[src/rtl/ram_ctrl_pkg.sv]
// Shared types and default sizing for the RAM streaming sequencer.
package ram_ctrl_pkg;

   typedef enum logic [1:0] {IDLE, WRITE, READ, DRAIN} state_t;

   localparam int DEF_ADDR_W     = 8;
   localparam int DEF_DATA_W     = 8;
   localparam int DEF_RD_LAT     = 1;
   localparam int DEF_FIFO_DEPTH = 4;

endpackage

[src/rtl/ram_stream_if.sv]
// Command, write-stream and read-stream handshakes of the RAM sequencer.
interface ram_stream_if
   import ram_ctrl_pkg::*;
#(
   parameter int ADDR_W = DEF_ADDR_W,
   parameter int DATA_W = DEF_DATA_W
);
   logic              cmd_valid;
   logic              cmd_ready;
   logic              cmd_read;
   logic [ADDR_W-1:0] cmd_addr;
   logic [ADDR_W-1:0] cmd_len;
   logic              wr_valid;
   logic              wr_ready;
   logic [DATA_W-1:0] wr_data;
   logic              rd_valid;
   logic              rd_ready;
   logic [DATA_W-1:0] rd_data;

   modport master (
      output cmd_valid, cmd_read, cmd_addr, cmd_len, wr_valid, wr_data, rd_ready,
      input  cmd_ready, wr_ready, rd_valid, rd_data
   );

   modport slave (
      input  cmd_valid, cmd_read, cmd_addr, cmd_len, wr_valid, wr_data, rd_ready,
      output cmd_ready, wr_ready, rd_valid, rd_data
   );
endinterface

[src/rtl/byte_fifo.sv]
// Small synchronous first-word-fall-through FIFO; push and pop may coincide, even when full.
module byte_fifo #(
   parameter int DEPTH = 4,
   parameter int WIDTH = 8
) (
   input  logic                     clock_50mhz,
   input  logic                     reset,
   input  logic                     push,
   input  logic [WIDTH-1:0]         din,
   input  logic                     pop,
   output logic [WIDTH-1:0]         dout,
   output logic                     full,
   output logic                     empty,
   output logic [$clog2(DEPTH):0]   count
);
   localparam int PW = $clog2(DEPTH);
   localparam logic [PW-1:0] PTR_ONE = 1;
   localparam logic [PW:0]   CNT_ONE = 1;
   localparam logic [PW:0]   CNT_MAX = DEPTH;

   logic [WIDTH-1:0] mem [DEPTH];
   logic [PW-1:0]    wr_ptr;
   logic [PW-1:0]    rd_ptr;
   logic             do_push;
   logic             do_pop;

   assign empty   = (count == '0);
   assign full    = (count == CNT_MAX);
   assign do_pop  = pop && !empty;
   assign do_push = push && (!full || do_pop);
   assign dout    = mem[rd_ptr];

   always_ff @(posedge clock_50mhz or posedge reset) begin
      if (reset) begin
         for (int i = 0; i < DEPTH; i++) mem[i] <= '0;
         wr_ptr <= '0;
         rd_ptr <= '0;
         count  <= '0;
      end else begin
         if (do_push) begin
            mem[wr_ptr] <= din;
            wr_ptr      <= wr_ptr + PTR_ONE;
         end
         if (do_pop) rd_ptr <= rd_ptr + PTR_ONE;
         case ({do_push, do_pop})
            2'b10:   count <= count + CNT_ONE;
            2'b01:   count <= count - CNT_ONE;
            default: count <= count;
         endcase
      end
   end
endmodule

[src/rtl/ram_stream_ctrl.sv]
// Burst sequencer owning a single-port RAM: streams writes in, streams reads out through a FIFO.
//   state | meaning
//   IDLE  | waiting for a command, cmd_ready high
//   WRITE | one RAM write per write-stream handshake
//   READ  | issuing read addresses while the FIFO has room for the result
//   DRAIN | all addresses issued, waiting for RAM data and FIFO to empty
module ram_stream_ctrl
   import ram_ctrl_pkg::*;
#(
   parameter int ADDR_W     = DEF_ADDR_W,
   parameter int DATA_W     = DEF_DATA_W,
   parameter int RD_LAT     = DEF_RD_LAT,
   parameter int FIFO_DEPTH = DEF_FIFO_DEPTH
) (
   input  logic              clock_50mhz,
   input  logic              reset,
   ram_stream_if.slave       bus,
   output logic              busy,
   output logic [ADDR_W-1:0] ram_address,
   output logic [DATA_W-1:0] ram_data,
   output logic              ram_wren,
   input  logic [DATA_W-1:0] ram_q
);
   localparam int CW = $clog2(FIFO_DEPTH);
   localparam logic [ADDR_W-1:0] A_ONE   = 1;
   localparam logic [CW+1:0]     OCC_MAX = FIFO_DEPTH;

   state_t            state;
   logic [ADDR_W-1:0] addr;
   logic [ADDR_W-1:0] remaining;
   logic [RD_LAT:0]   rd_pipe;
   logic [CW:0]       fifo_count;
   logic [CW:0]       inflight;
   logic [CW+1:0]     occupancy;
   logic              fifo_empty;
   logic              fifo_full;
   logic              wr_fire;
   logic              rd_issue;
   logic              rd_pop;

   // One bit per outstanding read; it falls out of the top on the capture edge.
   always_comb begin
      inflight = '0;
      for (int i = 0; i <= RD_LAT; i++) inflight = inflight + {{CW{1'b0}}, rd_pipe[i]};
   end

   assign occupancy     = {1'b0, fifo_count} + {1'b0, inflight};
   assign bus.cmd_ready = (state == IDLE);
   assign bus.wr_ready  = (state == WRITE);
   assign bus.rd_valid  = !fifo_empty;
   assign wr_fire       = bus.wr_ready && bus.wr_valid;
   assign rd_issue      = (state == READ) && !fifo_full && (occupancy < OCC_MAX);
   assign rd_pop        = bus.rd_valid && bus.rd_ready;
   assign busy          = (state != IDLE) || ram_wren;

   always_ff @(posedge clock_50mhz or posedge reset) begin
      if (reset) begin
         state       <= IDLE;
         addr        <= '0;
         remaining   <= '0;
         rd_pipe     <= '0;
         ram_address <= '0;
         ram_data    <= '0;
         ram_wren    <= 1'b0;
      end else begin
         ram_wren <= 1'b0;
         rd_pipe  <= {rd_pipe[RD_LAT-1:0], rd_issue};
         case (state)
            IDLE: begin
               if (bus.cmd_valid) begin
                  addr      <= bus.cmd_addr;
                  remaining <= bus.cmd_len;
                  state     <= bus.cmd_read ? READ : WRITE;
               end
            end
            WRITE: begin
               if (wr_fire) begin
                  ram_address <= addr;
                  ram_data    <= bus.wr_data;
                  ram_wren    <= 1'b1;
                  addr        <= addr + A_ONE;
                  if (remaining == '0) state <= IDLE;
                  else remaining <= remaining - A_ONE;
               end
            end
            READ: begin
               if (rd_issue) begin
                  ram_address <= addr;
                  addr        <= addr + A_ONE;
                  if (remaining == '0) state <= DRAIN;
                  else remaining <= remaining - A_ONE;
               end
            end
            DRAIN: begin
               if (inflight == '0 && fifo_empty) state <= IDLE;
            end
            default: state <= IDLE;
         endcase
      end
   end

   byte_fifo #(.DEPTH(FIFO_DEPTH), .WIDTH(DATA_W)) u_fifo (
      .clock_50mhz (clock_50mhz),
      .reset       (reset),
      .push        (rd_pipe[RD_LAT]),
      .din         (ram_q),
      .pop         (rd_pop),
      .dout        (bus.rd_data),
      .full        (fifo_full),
      .empty       (fifo_empty),
      .count       (fifo_count)
   );
endmodule

[src/flat_wrapper.sv]
// flat-port wrapper written by rule: the top's interface ports become plain ports
module ram_stream_ctrl_flat import ram_ctrl_pkg::*;
#(
   parameter int ADDR_W     = DEF_ADDR_W,
   parameter int DATA_W     = DEF_DATA_W,
   parameter int RD_LAT     = DEF_RD_LAT,
   parameter int FIFO_DEPTH = DEF_FIFO_DEPTH
)
  (clock_50mhz, reset, busy, ram_address, ram_data, ram_wren, ram_q, bus_cmd_valid, bus_cmd_read, bus_cmd_addr, bus_cmd_len, bus_wr_valid, bus_wr_data, bus_rd_ready, bus_cmd_ready, bus_wr_ready, bus_rd_valid, bus_rd_data);
  ram_stream_if #(.ADDR_W(ADDR_W), .DATA_W(DATA_W)) bus_i ();
  input  logic clock_50mhz;
  input  logic reset;
  output logic busy;
  output logic [ADDR_W-1:0] ram_address;
  output logic [DATA_W-1:0] ram_data;
  output logic ram_wren;
  input  logic [DATA_W-1:0] ram_q;
  input wire logic [$bits(bus_i.cmd_valid)-1:0] bus_cmd_valid;
  input wire logic [$bits(bus_i.cmd_read)-1:0] bus_cmd_read;
  input wire logic [$bits(bus_i.cmd_addr)-1:0] bus_cmd_addr;
  input wire logic [$bits(bus_i.cmd_len)-1:0] bus_cmd_len;
  input wire logic [$bits(bus_i.wr_valid)-1:0] bus_wr_valid;
  input wire logic [$bits(bus_i.wr_data)-1:0] bus_wr_data;
  input wire logic [$bits(bus_i.rd_ready)-1:0] bus_rd_ready;
  output wire logic [$bits(bus_i.cmd_ready)-1:0] bus_cmd_ready;
  output wire logic [$bits(bus_i.wr_ready)-1:0] bus_wr_ready;
  output wire logic [$bits(bus_i.rd_valid)-1:0] bus_rd_valid;
  output wire logic [$bits(bus_i.rd_data)-1:0] bus_rd_data;
  assign bus_i.cmd_valid = bus_cmd_valid;
  assign bus_i.cmd_read = bus_cmd_read;
  assign bus_i.cmd_addr = bus_cmd_addr;
  assign bus_i.cmd_len = bus_cmd_len;
  assign bus_i.wr_valid = bus_wr_valid;
  assign bus_i.wr_data = bus_wr_data;
  assign bus_i.rd_ready = bus_rd_ready;
  assign bus_cmd_ready = bus_i.cmd_ready;
  assign bus_wr_ready = bus_i.wr_ready;
  assign bus_rd_valid = bus_i.rd_valid;
  assign bus_rd_data = bus_i.rd_data;
  ram_stream_ctrl #(.ADDR_W(ADDR_W), .DATA_W(DATA_W), .RD_LAT(RD_LAT), .FIFO_DEPTH(FIFO_DEPTH)) u_core (.clock_50mhz(clock_50mhz), .reset(reset), .bus(bus_i), .busy(busy), .ram_address(ram_address), .ram_data(ram_data), .ram_wren(ram_wren), .ram_q(ram_q));
endmodule
[config.mk]
export PLATFORM = sky130hd
export DESIGN_NAME = ram_stream_ctrl_flat
export DESIGN_NICKNAME = d
export VERILOG_FILES = /design/src/rtl/ram_ctrl_pkg.sv /design/src/rtl/ram_stream_if.sv /design/src/rtl/byte_fifo.sv /design/src/rtl/ram_stream_ctrl.sv /design/src/flat_wrapper.sv
export SDC_FILE = /design/constraint.sdc
export NUM_CORES = 1
export LEC_CHECK = 0
export CAP_MARGIN = 30
export CORE_MARGIN = 3
export CORE_UTILIZATION = 45
export CTS_BUF_LIST = sky130_fd_sc_hd__clkbuf_16
export DETAILED_ROUTE_END_ITERATION = 8
export HOLD_SLACK_MARGIN = 0.06
export PLACE_DENSITY = 0.7
export SETUP_SLACK_MARGIN = 0.02
export SYNTH_ARGS = -nofsm -noshare
export SYNTH_HDL_FRONTEND = slang
export SYNTH_SLANG_ARGS = --single-unit
[constraint.sdc]
create_clock -name clock_50mhz -period 2.7 [get_ports clock_50mhz]
set_input_delay 0.405 -clock clock_50mhz [delete_from_list [all_inputs] [get_ports clock_50mhz]]
set_output_delay 0.405 -clock clock_50mhz [all_outputs]
set_load 0.02 [all_outputs]
# == Word-level counts from Yosys, hierarchy flattened ==
# Cells that the tools add are included.
# word_totals
register_bits,76
input_bits,38
word_cells,93
# op_classes
n_mux,29
n_reduce_logical,24
bitwise_logic,2
n_eq_ne,12
order_cmp,4
add_sub_neg,8
# ops
operator,n
8-bit 2-to-1 mux,12
8-bit one-hot mux with 3 select lines,2
32-bit bitwise mux,1
8-bit binary-select mux with 2-bit select,1
8-bit demux with 2-bit select,1
8-bit one-hot mux with 2 select lines,1
2-bit 2-to-1 mux,7
8-bit by 1-bit adder with 8-bit output (second input constant),1
1-bit logical AND,8
8-bit logical NOT,1
2-bit != test (second input constant),4
2-bit one-hot mux with 4 select lines,1
8-bit by 1-bit subtractor with 8-bit output (second input constant),1
2-bit equality test (second input constant),3
3-bit >= comparator (second input constant),2
3-bit logical NOT,2
2-bit NOT with 3-bit output,2
3-bit one-hot mux with 2 select lines,1
6-bit AND reduction,1
2-bit nonzero test,3
2-bit by 1-bit adder with 2-bit output (second input constant),2
3-bit by 3-bit adder with 4-bit output,1
2-bit by 1-bit equality test with 1-bit output (second input constant),2
4-bit by 3-bit less-than comparator with 1-bit output (second input constant),1
other kinds (14),18

# == Logic depth before layout (Yosys ltp) ==
# logic_depth
ltp_word,8
depth_mapped,9
mapped_depth_nobuf,6

# == By module ==
# From an unflattened synthesis, not the netlist that was laid out.
# hier_totals
cells_unflattened,315
area_unflattened_um2,3838.7
# modules_own_cells
mod,seq_area_each_um2,n_inst,cells_per_inst,area_per_inst_um2
ram_stream_ctrl,925.9,1,199,2033.2
byte_fifo,975.9,1,116,1805.5

# == Worst setup path after synthesis ==
# OpenSTA, ideal clock, no wires.
# synth_path
path_kind,reg2reg
from,reg u_core.rd_pipe[1]
to,reg u_core.remaining[6]
setup_time_ns,0.126
stages_incl_launch_ff,8
path_buffers,2
synth_period_minus_slack_ns,2.452
arrival_ns,2.326
slack_ns,0.248
path_cell_list,dfrtp_1 clkbuf_1 inv_1 ha_1 a311o_2 a2111o_1 buf_6 a221o_1
# synth_between
elab_chain_cells,6
# synth_lines
element,line_no,rtl
from (decl),ram_stream_ctrl.sv:31,logic [RD_LAT:0] rd_pipe;
from (signal assigned),ram_stream_ctrl.sv:67,"rd_pipe <= {rd_pipe[RD_LAT-1:0], rd_issue};"
1-bit by 1-bit adder with 2-bit output,ram_stream_ctrl.sv:44,"for (int i = 0; i <= RD_LAT; i++) inflight = inflight + {{CW{1'b0}}, rd_pipe[i]};"
3-bit by 3-bit adder with 4-bit output,ram_stream_ctrl.sv:47,"assign occupancy = {1'b0, fifo_count} + {1'b0, inflight};"
4-bit by 3-bit less-than comparator with 1-bit output,ram_stream_ctrl.sv:52,assign rd_issue = (state == READ) && !fifo_full && (occupancy < OCC_MAX);
1-bit logical AND,ram_stream_ctrl.sv:52,
2-bit by 1-bit != test with 1-bit output (no source line),--,
4-bit AND reduction (no source line),--,
to (signal assigned),ram_stream_ctrl.sv:72,remaining <= bus.cmd_len;
to (signal assigned),ram_stream_ctrl.sv:83,else remaining <= remaining - A_ONE;
to (signal assigned),ram_stream_ctrl.sv:91,else remaining <= remaining - A_ONE;
to (decl),ram_stream_ctrl.sv:30,logic [ADDR_W-1:0] remaining;
# Every way passes these cells.
# A chain may end at the register's enable or synchronous reset.

# == Worst setup path after layout ==
# layout_path
from,reg u_core.rd_pipe[1]
to,reg u_core.remaining[5]
# The elaborated chain is that of the path after synthesis.

==> results.md <==
* Post-Syn Nets at roughly 370
* Setup total negative slack at 0 ns
* Status: finished, final reports clean
* Final Wtd Congestion at 0.787
* Syn-to-layout area delta at 28.4%
* Total power at 6.65 mW
* CP startpoint kind: register
* Cell Area, Synth at between 3000 and 4000 sq um
* Max FO, Critical Path at 21
* Busiest layer in global routing: met2
* CP max stage cell: dfrtp_1
* Synth top area share at 49.8%
* Die span in x at 98.1 um
* Hold buffers post-CTS at 0
* Critical Path RT at 2.91 ns
* Global-route usage over all layers at between 15 and 20%
* Layout cells sized above 1 at 21.9%
* Final Setup Violations at 0
* Register bit total from synthesis at 76
* CP bufs+invs at 1
* CP delay by family, top: compound AO/OA/AOI/OAI gates
* # IOs at 67
* Clock slew at reported path FFs at approximately 0.060 ns
* CTS Root Buffer Type: clkbuf_16
* Clk_skew at 0.00433 ns
* DRC viols at 0
* Slew HR at 55.4%
* Global-route wire length before repair at 13600 um
* Inst Count DP at 484
* Num CTS Buffers at 9
* Final Cycle Share at roughly 95%
* Top cells by instance count after synthesis: dfrtp_1 (76), mux2_2 (48), nand2_1 (24)
* Syn avg cell area at about 12 sq um
* Die Span Y at 98.1 um
* Starting DRT DRC Count at 118
* Fmax at slightly below 400 MHz
* Worst-margin pin slew at 0.668 ns
* Initial antenna violation count at 0
* Worst path cell trace: ha_1 > ha_1 > a311o_2 > a2111oi_4 > buf_4 > nand2_4 > a211o_1
* Post-CTS Resized at 0
* Vias in the first global route at 2856
* 1st-pass router iterations at 4
* Slowest stage delay, CP at ~0.46 ns
* Final Hold Vio Count at 0
* Grt ovf at 0
* Leak at ~2.1 nW
* Rows at 32
* # Max-Cap Violations at 0
* Yosys warning count at 0
* Most used cell, CP: ha_1
* Ys async rst share at 100%
* Port Buffers at 66
* GRT met1 Usage at 21.8%
* Antenna Nets Post-Route at 0
* Min-delay worst type: reg2reg
* Fill cells at 645
* Wire per inst at 15.9 um
* Diode count at 0
* Max IR drop VDD at roughly 0.7 mV
* Post-route insts no fill at 500
* Setup bufs post-CTS at 0
* Critical Path AT at 2.76 ns
* Final HPWL DP at 5700 um
* Vias at approximately 2700
* Skew-Pair Late Insertion Delay at 0.33 ns
* RSZ-0062 raised after global routing: no
* Met3 usage at 5.50%
* Power Density at 1360 nW/um^2
* Ranking of synthesized cells by area: dfrtp_1 (50%), mux2_2 (14%), mux4_2 (4.7%), ha_1 (4.3%), a21oi_1 (2.4%)
* Clock buffer depth at 2
* Nets at 445
* Gate count of the mapped netlist at 320
* Tmin final at 2.55 ns
* Sequential-to-total area share from yosys stat at 49.8%
* Netlist cell types at 48
* Post-synth EDFFs at 0
* Fin. max-slew vios at 0
* Starting density of the core at 47.9%
* Largest net degree at the start of global routing at 31
* H-tree depth at 3
* Most frequent cell after synthesis: dfrtp_1
* TritonCTS clock tree: yes
* Met2 Track Usage GR at between 20 and 30%
* Cell accounting for the most synthesized area: dfrtp_1
* Vias per cell at 5.44
* WL final at roughly 8000 um
* Die footprint at 9630 sq um
* Prevailing post-synth register cell: dfrtp_1
* CP Class: reg2reg
* CTS sink cnt at 76
* Crit end category: register
* Core area at 7970 sq um
metal layers:
layer	routed length, um	part of all wire [%]
met4	97	1.2
met5	0	0
met3	464	5.8
met2	3880	49
met1	3510	44
state kept, by name, summed over array words and instances, names as in the netlist:
name	flops
u_core.addr	8
u_core.state	2
u_core.u_fifo.count	3
u_core.rd_pipe	2
u_core.ram_data	8
u_core.u_fifo.mem	32
u_core.ram_address	8
u_core.ram_wren	1
u_core.u_fifo.wr_ptr	2
u_core.u_fifo.rd_ptr	2
u_core.remaining	8
kinds of logic after synthesis:
kind of cell | share of synthesized area, %
flops | 49.8
simple gates | 9.54
mux | 20.7
compound gates | 10.3
buf+inv | 3.74
fa+ha+maj | 4.78
xor+xnor | 1.15
power by group:
part,internal (mW),switching [mW],leakage (nW)
Clock,0.710,0.464,0.139
Combinational,1.70,1.62,1.07
Sequential,1.70,0.454,0.924
placed cells by master, fill, tap and decap left out, types with 3 or more instances in the layout:
master            n
o31ai_1           3
nand3_1          11
dfrtp_1          76
inv_1            18
xnor2_1           4
o21ai_0          15
nor2_1           10
clkdlybuf4s50_1  66
o22ai_1           4
nor3_1            6
nand2_1          24
mux4_2            8
buf_4             7
nor2b_1           3
a21oi_1          18
nor4b_1           3
mux2_2           48
ha_1             13
clkbuf_16         9
mux2i_1           7
metrics by stage:
step	hold WS (ns)	setup slack, ns	util [%]	area [sq um]
2_1_floorplan	0.378	0.248	-	3820
3_3_place_gp	0.387	0.213	57.9	4610
3_5_place_dp	0.401	0.163	57.9	4610
4_1_cts	0.431	0.150	61.6	4900
5_1_grt	0.445	0.0442	61.6	4900
6_report	0.419	0.146	61.6	4900
cell type report:
type / instances / area, sq um / share of cell area [%]
inverter: 20 / 75.1 / 1.53
clock buffer: 9 / 225 / 4.59
tap: 102 / 128 / 2.60
clock inverter: 7 / 67.6 / 1.38
timing repair buffer: 74 / 733 / 14.9
multi-input combinational: 212 / 1770 / 36.2
sequential: 76 / 1900 / 38.8
path summary, 6_finish.rpt:
check                                       start                      end  slack (ns)  depth (start not counted)
worst min-delay path            u_core.rd_pipe[0]        u_core.rd_pipe[1]        0.42                          0
min in group asynchronous                   reset    u_core.u_fifo.mem[26]        0.49                          2
max in group asynchronous                   reset  u_core.u_fifo.rd_ptr[0]        1.49                          3
worst max register to register  u_core.rd_pipe[1]      u_core.remaining[5]        0.15                          7
worst min register to register  u_core.rd_pipe[0]        u_core.rd_pipe[1]        0.42                          0
worst max-delay path            u_core.rd_pipe[1]      u_core.remaining[5]        0.15                          7
Note: power is estimated with default switching activity, not from simulation.
